File: config.mk
export PLATFORM = sky130hd
export DESIGN_NAME = mux_scan_ctrl
export DESIGN_NICKNAME = d
export VERILOG_FILES = /design/src/rtl/mux_scan_ctrl.sv
export SDC_FILE = /design/constraint.sdc
export NUM_CORES = 1
export LEC_CHECK = 0
export BUFFER_PORTS_ARGS = -buffer_cell sky130_fd_sc_hd__buf_2
export CAP_MARGIN = 0
export CORE_UTILIZATION = 59
export DETAILED_ROUTE_END_ITERATION = 6
export GPL_TIMING_DRIVEN = 1
export MAX_ROUTING_LAYER = met4
export PLACE_DENSITY = 0.9
export SLEW_MARGIN = 20
export SYNTH_ARGS = -nofsm -noshare
export SYNTH_HDL_FRONTEND = slang
export SYNTH_SLANG_ARGS = --single-unit
File: constraint.sdc
create_clock -name clk -period 4 [get_ports clk]
set_clock_uncertainty 0.15 [all_clocks]
set_input_delay 0.2 -clock clk [delete_from_list [all_inputs] [get_ports clk]]
set_output_delay 0.2 -clock clk [all_outputs]
set_load 0.01 [all_outputs]
File: src/rtl/mux_scan_ctrl.sv
// mux_scan_ctrl: steps a channel mux select, samples each channel into a frame word; MUX_SCAN_PARITY_EN adds a frame parity output
module mux_scan_ctrl #(
    parameter int NUM_CH = 13,
    parameter int SEL_W  = 4,
    parameter int SETTLE = 2
) (
    input  logic              clk,
    input  logic              rst,
    input  logic              start,
    input  logic              abort,
    input  logic              mux_in,
    output logic [SEL_W-1:0]  sel_out,
    output logic              busy,
    output logic [NUM_CH-1:0] word,
    output logic              valid
`ifdef MUX_SCAN_PARITY_EN
    ,
    output logic              parity
`endif
);
    localparam int CW = SETTLE > 1 ? $clog2(SETTLE) : 1;
    localparam logic [SEL_W-1:0] LAST = SEL_W'(NUM_CH - 1);
    localparam logic [CW-1:0] CNT_END = CW'(SETTLE - 1);
    typedef enum logic [1:0] {S_IDLE, S_SETTLE, S_SAMPLE, S_DONE} state_t;
    state_t state;
    logic [CW-1:0] cnt;
    logic [NUM_CH-1:0] cap, cap_nx;
    always_comb begin
        cap_nx = cap;
        cap_nx[sel_out] = mux_in;
    end
    always_ff @(posedge clk) begin
        if (rst) begin
            state   <= S_IDLE;
            sel_out <= '0;
            busy    <= 1'b0;
            valid   <= 1'b0;
            word    <= '0;
            cap     <= '0;
            cnt     <= '0;
`ifdef MUX_SCAN_PARITY_EN
            parity  <= 1'b0;
`endif
        end else begin
            valid <= 1'b0;
            case (state)
                S_IDLE: if (start) begin
                    state   <= S_SETTLE;
                    sel_out <= '0;
                    cnt     <= '0;
                    busy    <= 1'b1;
                    cap     <= '0;
                end
                S_SETTLE: if (abort) begin
                    state   <= S_IDLE;
                    busy    <= 1'b0;
                    sel_out <= '0;
                end else if (cnt == CNT_END) begin
                    state <= S_SAMPLE;
                end else begin
                    cnt <= cnt + 1'b1;
                end
                S_SAMPLE: if (abort) begin
                    state   <= S_IDLE;
                    busy    <= 1'b0;
                    sel_out <= '0;
                end else begin
                    cap <= cap_nx;
                    // the last channel's bit goes straight into word so valid lands in the DONE cycle
                    if (sel_out == LAST) begin
                        state   <= S_DONE;
                        word    <= cap_nx;
                        valid   <= 1'b1;
                        busy    <= 1'b0;
                        sel_out <= '0;
`ifdef MUX_SCAN_PARITY_EN
                        parity  <= ^cap_nx;
`endif
                    end else begin
                        state   <= S_SETTLE;
                        sel_out <= sel_out + 1'b1;
                        cnt     <= '0;
                    end
                end
                default: state <= S_IDLE;
            endcase
        end
    end
endmodule

Word-level counts from Yosys, hierarchy flattened

Index checks and enable logic that the tools add are counted.
Widths: inputs -> output; s select.

Logic and storage cells: 63
Output and inout port bits: 19
Register bits after elaboration: 35
Input port bits: 5

$add $sub $neg: 2
Bitwise operators: 2
Muxes and demuxes: 29
Reduce and logical (&&, ||, !) cells: 11
Magnitude comparators: 2
Eq/ne operators: 10

Operators with widths:

| cell                | count |
|---|---|
| $mux 13             | 2 |
| $pmux 13 s2         | 1 |
| $mux 4              | 4 |
| $bwmux 13           | 1 |
| $pmux 4 s3          | 1 |
| $mux 1              | 11 |
| $mux 2              | 5 |
| $ne 2x2->1 const B  | 5 |
| $reduce_and 3->1    | 3 |
| $ne 3x3->1 const B  | 2 |
| $pmux 1 s3          | 2 |
| $pmux 2 s3          | 1 |
| $lt 4x5->1 const B  | 1 |
| $reduce_and 5->1    | 1 |
| $add 4x1->4 const B | 1 |
| $demux 1 s4         | 1 |
| $eq 4x4->1 const B  | 1 |
| $ge 4x1->1 const B  | 1 |
| $reduce_and 4->1    | 1 |
| $reduce_bool 3->1   | 1 |
| $reduce_or 3->1     | 1 |
| $eq 2x1->1 const B  | 1 |
| $eq 2x2->1 const B  | 1 |
| $logic_not 2->1     | 1 |
| 5 further kinds     | 6 |

Longest topological paths before layout

Word-level depth: 7
Gate-level depth with buffers: 7
Depth with buffers taken out: 6

Least setup slack after synthesis

OpenSTA, ideal clock, no wires.

Path type: reg2reg
Start point: register state[0]
End point: register sel_out[3]
Setup slack: 1.932 ns
Data required time: 3.776 ns
Stages on the path, launching flop included: 7
Setup time: 0.074 ns
Path buffers: 0
Clock period less this slack: 2.068 ns
Arrival time: 1.844 ns
Path through: dfxtp_1 inv_1 ha_1 and2b_2 or3_4 or4_1 a31oi_1

Cells in the longest elaborated chain, start to end: 3
Elaborated cells on any way between the ends: 8
Those cells by class: eq/ne: 4; mux: 1; reduce/logical: 3

Ends and longest elaborated chain:

| element                                                   | line | source |
|---|---|---|
| from (decl)                                               | 25   | `state_t state;` |
| from (signal assigned)                                    | 34   | `state <= S_IDLE;` |
| from (signal assigned)                                    | 48   | `state <= S_SETTLE;` |
| from (signal assigned)                                    | 55   | `state <= S_IDLE;` |
| $eq 2x1->1, or another cell as far along                  | 46   | `case (state)` |
| $ne 2x2->1 (no line) or $reduce_bool 3->1 (tied branches) | -    |  |
| $reduce_and 3->1 (no line)                                | -    |  |
| to (signal assigned)                                      | 81   | `sel_out <= sel_out + 1'b1;` |
| to (decl)                                                 | 12   | `output logic [SEL_W-1:0] sel_out,` |

Parallel ways exist; a longest one is shown, timed or not.
A chain may end at the register's enable or synchronous reset.

Worst setup path in the final report

Start point: register state[1]
End point: register sel_out[3]

Same word-level chain as after synthesis.

==> out/metrics.yaml <==
status: "finished clean"
cpMaxStageDelayCell: "or4_1"
worstSetupPathType: "register to register"
tns_ps: 0
mostFrequentLayoutCells: "dfxtp_1 (34), buf_2 (23), nand2_1 (18)"
syn_nets: 181
postCtsSetupRepairBufs: 0
seqCellArea_sq_um: 680.7
cap_violations: 0
grt_pass1_vias: 1165
grt_max_degree: 27
whs_path_depth: 2
cp.required_ps: 4110
min_period_over_period_pct: 56.81
antenna_found_initial: 0
synthDistinctLibCells: 35
layout_min_cycle_time_ps: 2273
layout_commonest_cell: "dfxtp_1"
diodes: 0
utilization_pct: 70.92
syn_avg_cell_area_sq_um: 9.478
worstMarginPinSlew_ps: 925.1
dieWidth_microns: 53.80
routabilityCongestion: 0.8737
clk_pin_slew_ps: 100
crit_path_max_fanout: 6
drive_gt1_share_pct: 19.37
overflow: 0
power_mw: 0.6715
drtPass1Iterations: 4
timing.hold.ws_ps: 138.9
setup_violations: 0
grt_pass1_wl_mm: 5.285
seqPwrFrac_pct: 52.1
drc: 0
synth_top_flop_cell: "dfxtp_1"
core_sq_um: 2500
synthArstFlopShare_pct: 0
die_area_sq_um: 2894
synth_edf_count: 0
drt_iter0_drc: 46
reg2reg_depth: 6
ctsHoldBuffers: 1
finalHoldViolCount: 0
ys_ff_latch: 34
hp-class: "primary input to register"
cts.sinks: 34
numCtsBuffers: 5
io_pins: 24
power_switching_mw: 0.1654
drtAntennaViolNets: 0
nFillCells: 194
critPathCaptureType: "register"
rsz0062_at_grt: "false"
yosysWarningCount: 0
p_int_mw: 0.5062
crit_arrival_ps: 2390
fp.dieH_microns: 53.80
dpl.hpwl_mm: 2.317
cts-htree-levels: 2
wl_mm: 3.359
p_clk_share_pct: 36.4
multiInputGateArea_sq_um: 832.0
clock_latency_ps: 330
postSynthCellCount: 167
initial_core_util_pct: 63.31
cts_root_buf: "clkbuf_4"
comb_power_share_pct: 11.5
worstSetupStartpointType: "register"
cts_tree: "yes"
port_buffers: 23
worstPathCellList: "inv_1 > ha_1 > and2b_2 > or3_4 > or4_1 > a31oi_1"
power.density_nw_per_um2: 378.8
slew_headroom_pct: 38.26
critPathMaxStageDelay_ps: 520
grtUsageTotal_pct: 27.26
viasPerCell: 5.950
fin_nets: 204
yosysSeqAreaShare_pct: 43.00
wl_per_cell_microns: 15.20
drv_slew: 0
place_ws_ps: 1748
leakage_nw: 0.7501
synth_area_sq_um: 1583
cts.path.max_buffers: 2
timing.fmax_ghz: 0.4400
vias: 1315
cts_resized: 0
max-vdd-ir-drop_v: 0.0002922
swShare_pct: 24.62
row_count: 18
finalWorstSetupSlack_ps: 1727
syn_to_final_growth_pct: 12.02
area by class of cell:
cell class,count,share of cell area [%]
clock inverters,1,1.694
clock buffers,7,2.541
multi-input cells,119,46.93
well taps,30,2.117
repair buffers,24,7.057
inverters,6,1.270
flip-flops and latches,34,38.39
worst max-delay path, delay by kind of cell (launching register included):
family                     cells  cell delay, ps
AOI/OAI and AO/OA              1             170
adders and majority gates      1             220
and+or+nand+nor                3            1120
buffers and inverters          1             100
DFF                            1             430
registers in the layout, indices dropped and copies added, names as in the netlist:
name     flops
busy         1
cap         12
cnt          1
sel_out      4
state        2
valid        1
word        13
cell families (layout without fill, tap and decap cells):
family	Yosys count	after routing	synth area share, %
AND/OR/NAND/NOR	55	55	17.79
AO/OA/AOI/OAI	42	42	19.45
flip-flops	34	34	43.00
buffers and inverters	14	38	4.426
multiplexers	13	13	8.221
adder cells (fa/ha/maj)	9	9	7.115
final timing paths:
path	from	to	slack [ps]
worst min-delay path	rst	word[12]	140
worst max-delay path	state[1]	sel_out[3]	1730
worst max register to register	state[1]	sel_out[3]	1730
worst min register to register	cap[11]	cap[11]	320
power by group through the flow:
stage | Clock, mW | Sequential [mW] | Combinational, mW
6_report | 0.244 | 0.350 | 0.0774
5_1_grt | 0.265 | 0.351 | 0.0857
4_1_cts | 0.249 | 0.350 | 0.0762
3_5_place_dp | 0 | 0.357 | 0.0737
3_3_place_gp | 0 | 0.357 | 0.0710
2_1_floorplan | 0 | 0.357 | 0.0572
cells in the mapped netlist, drive strengths merged (2+ instances only):
cell type	count	area (sq um)
a21oi	7	35.03
o21ai	4	20.02
clkbuf	6	32.53
o2bb2ai	12	105.1
dfxtp	34	680.7
ha	9	112.6
nand3	4	20.02
mux2i	13	130.1
a211oi	13	97.59
and2b	3	26.28
nor4b	2	17.52
nand2b	2	15.02
nand2	18	67.56
or3	2	17.52
nor2b	3	21.27
nor2	16	62.56
inv	6	22.52
per-layer routing:
metal	track usage, %	part of all wire (%)	up-vias	wire length (microns)
li1	-	-	649	-
met1	30.24	42	623	1420
met2	45.06	52	35	1730
met3	9.605	4.4	8	148
met4	9.211	1.8	0	59
met5	-	0	-	0
stage by stage:
stage | instance area, sq um | cells
2_1_floorplan | 1583 | 167
3_3_place_gp | 1688 | 212
3_5_place_dp | 1688 | 212
4_1_cts | 1773 | 221
5_1_grt | 1773 | 221
6_report | 1773 | 221
Note: power is estimated with default switching activity, not from simulation.
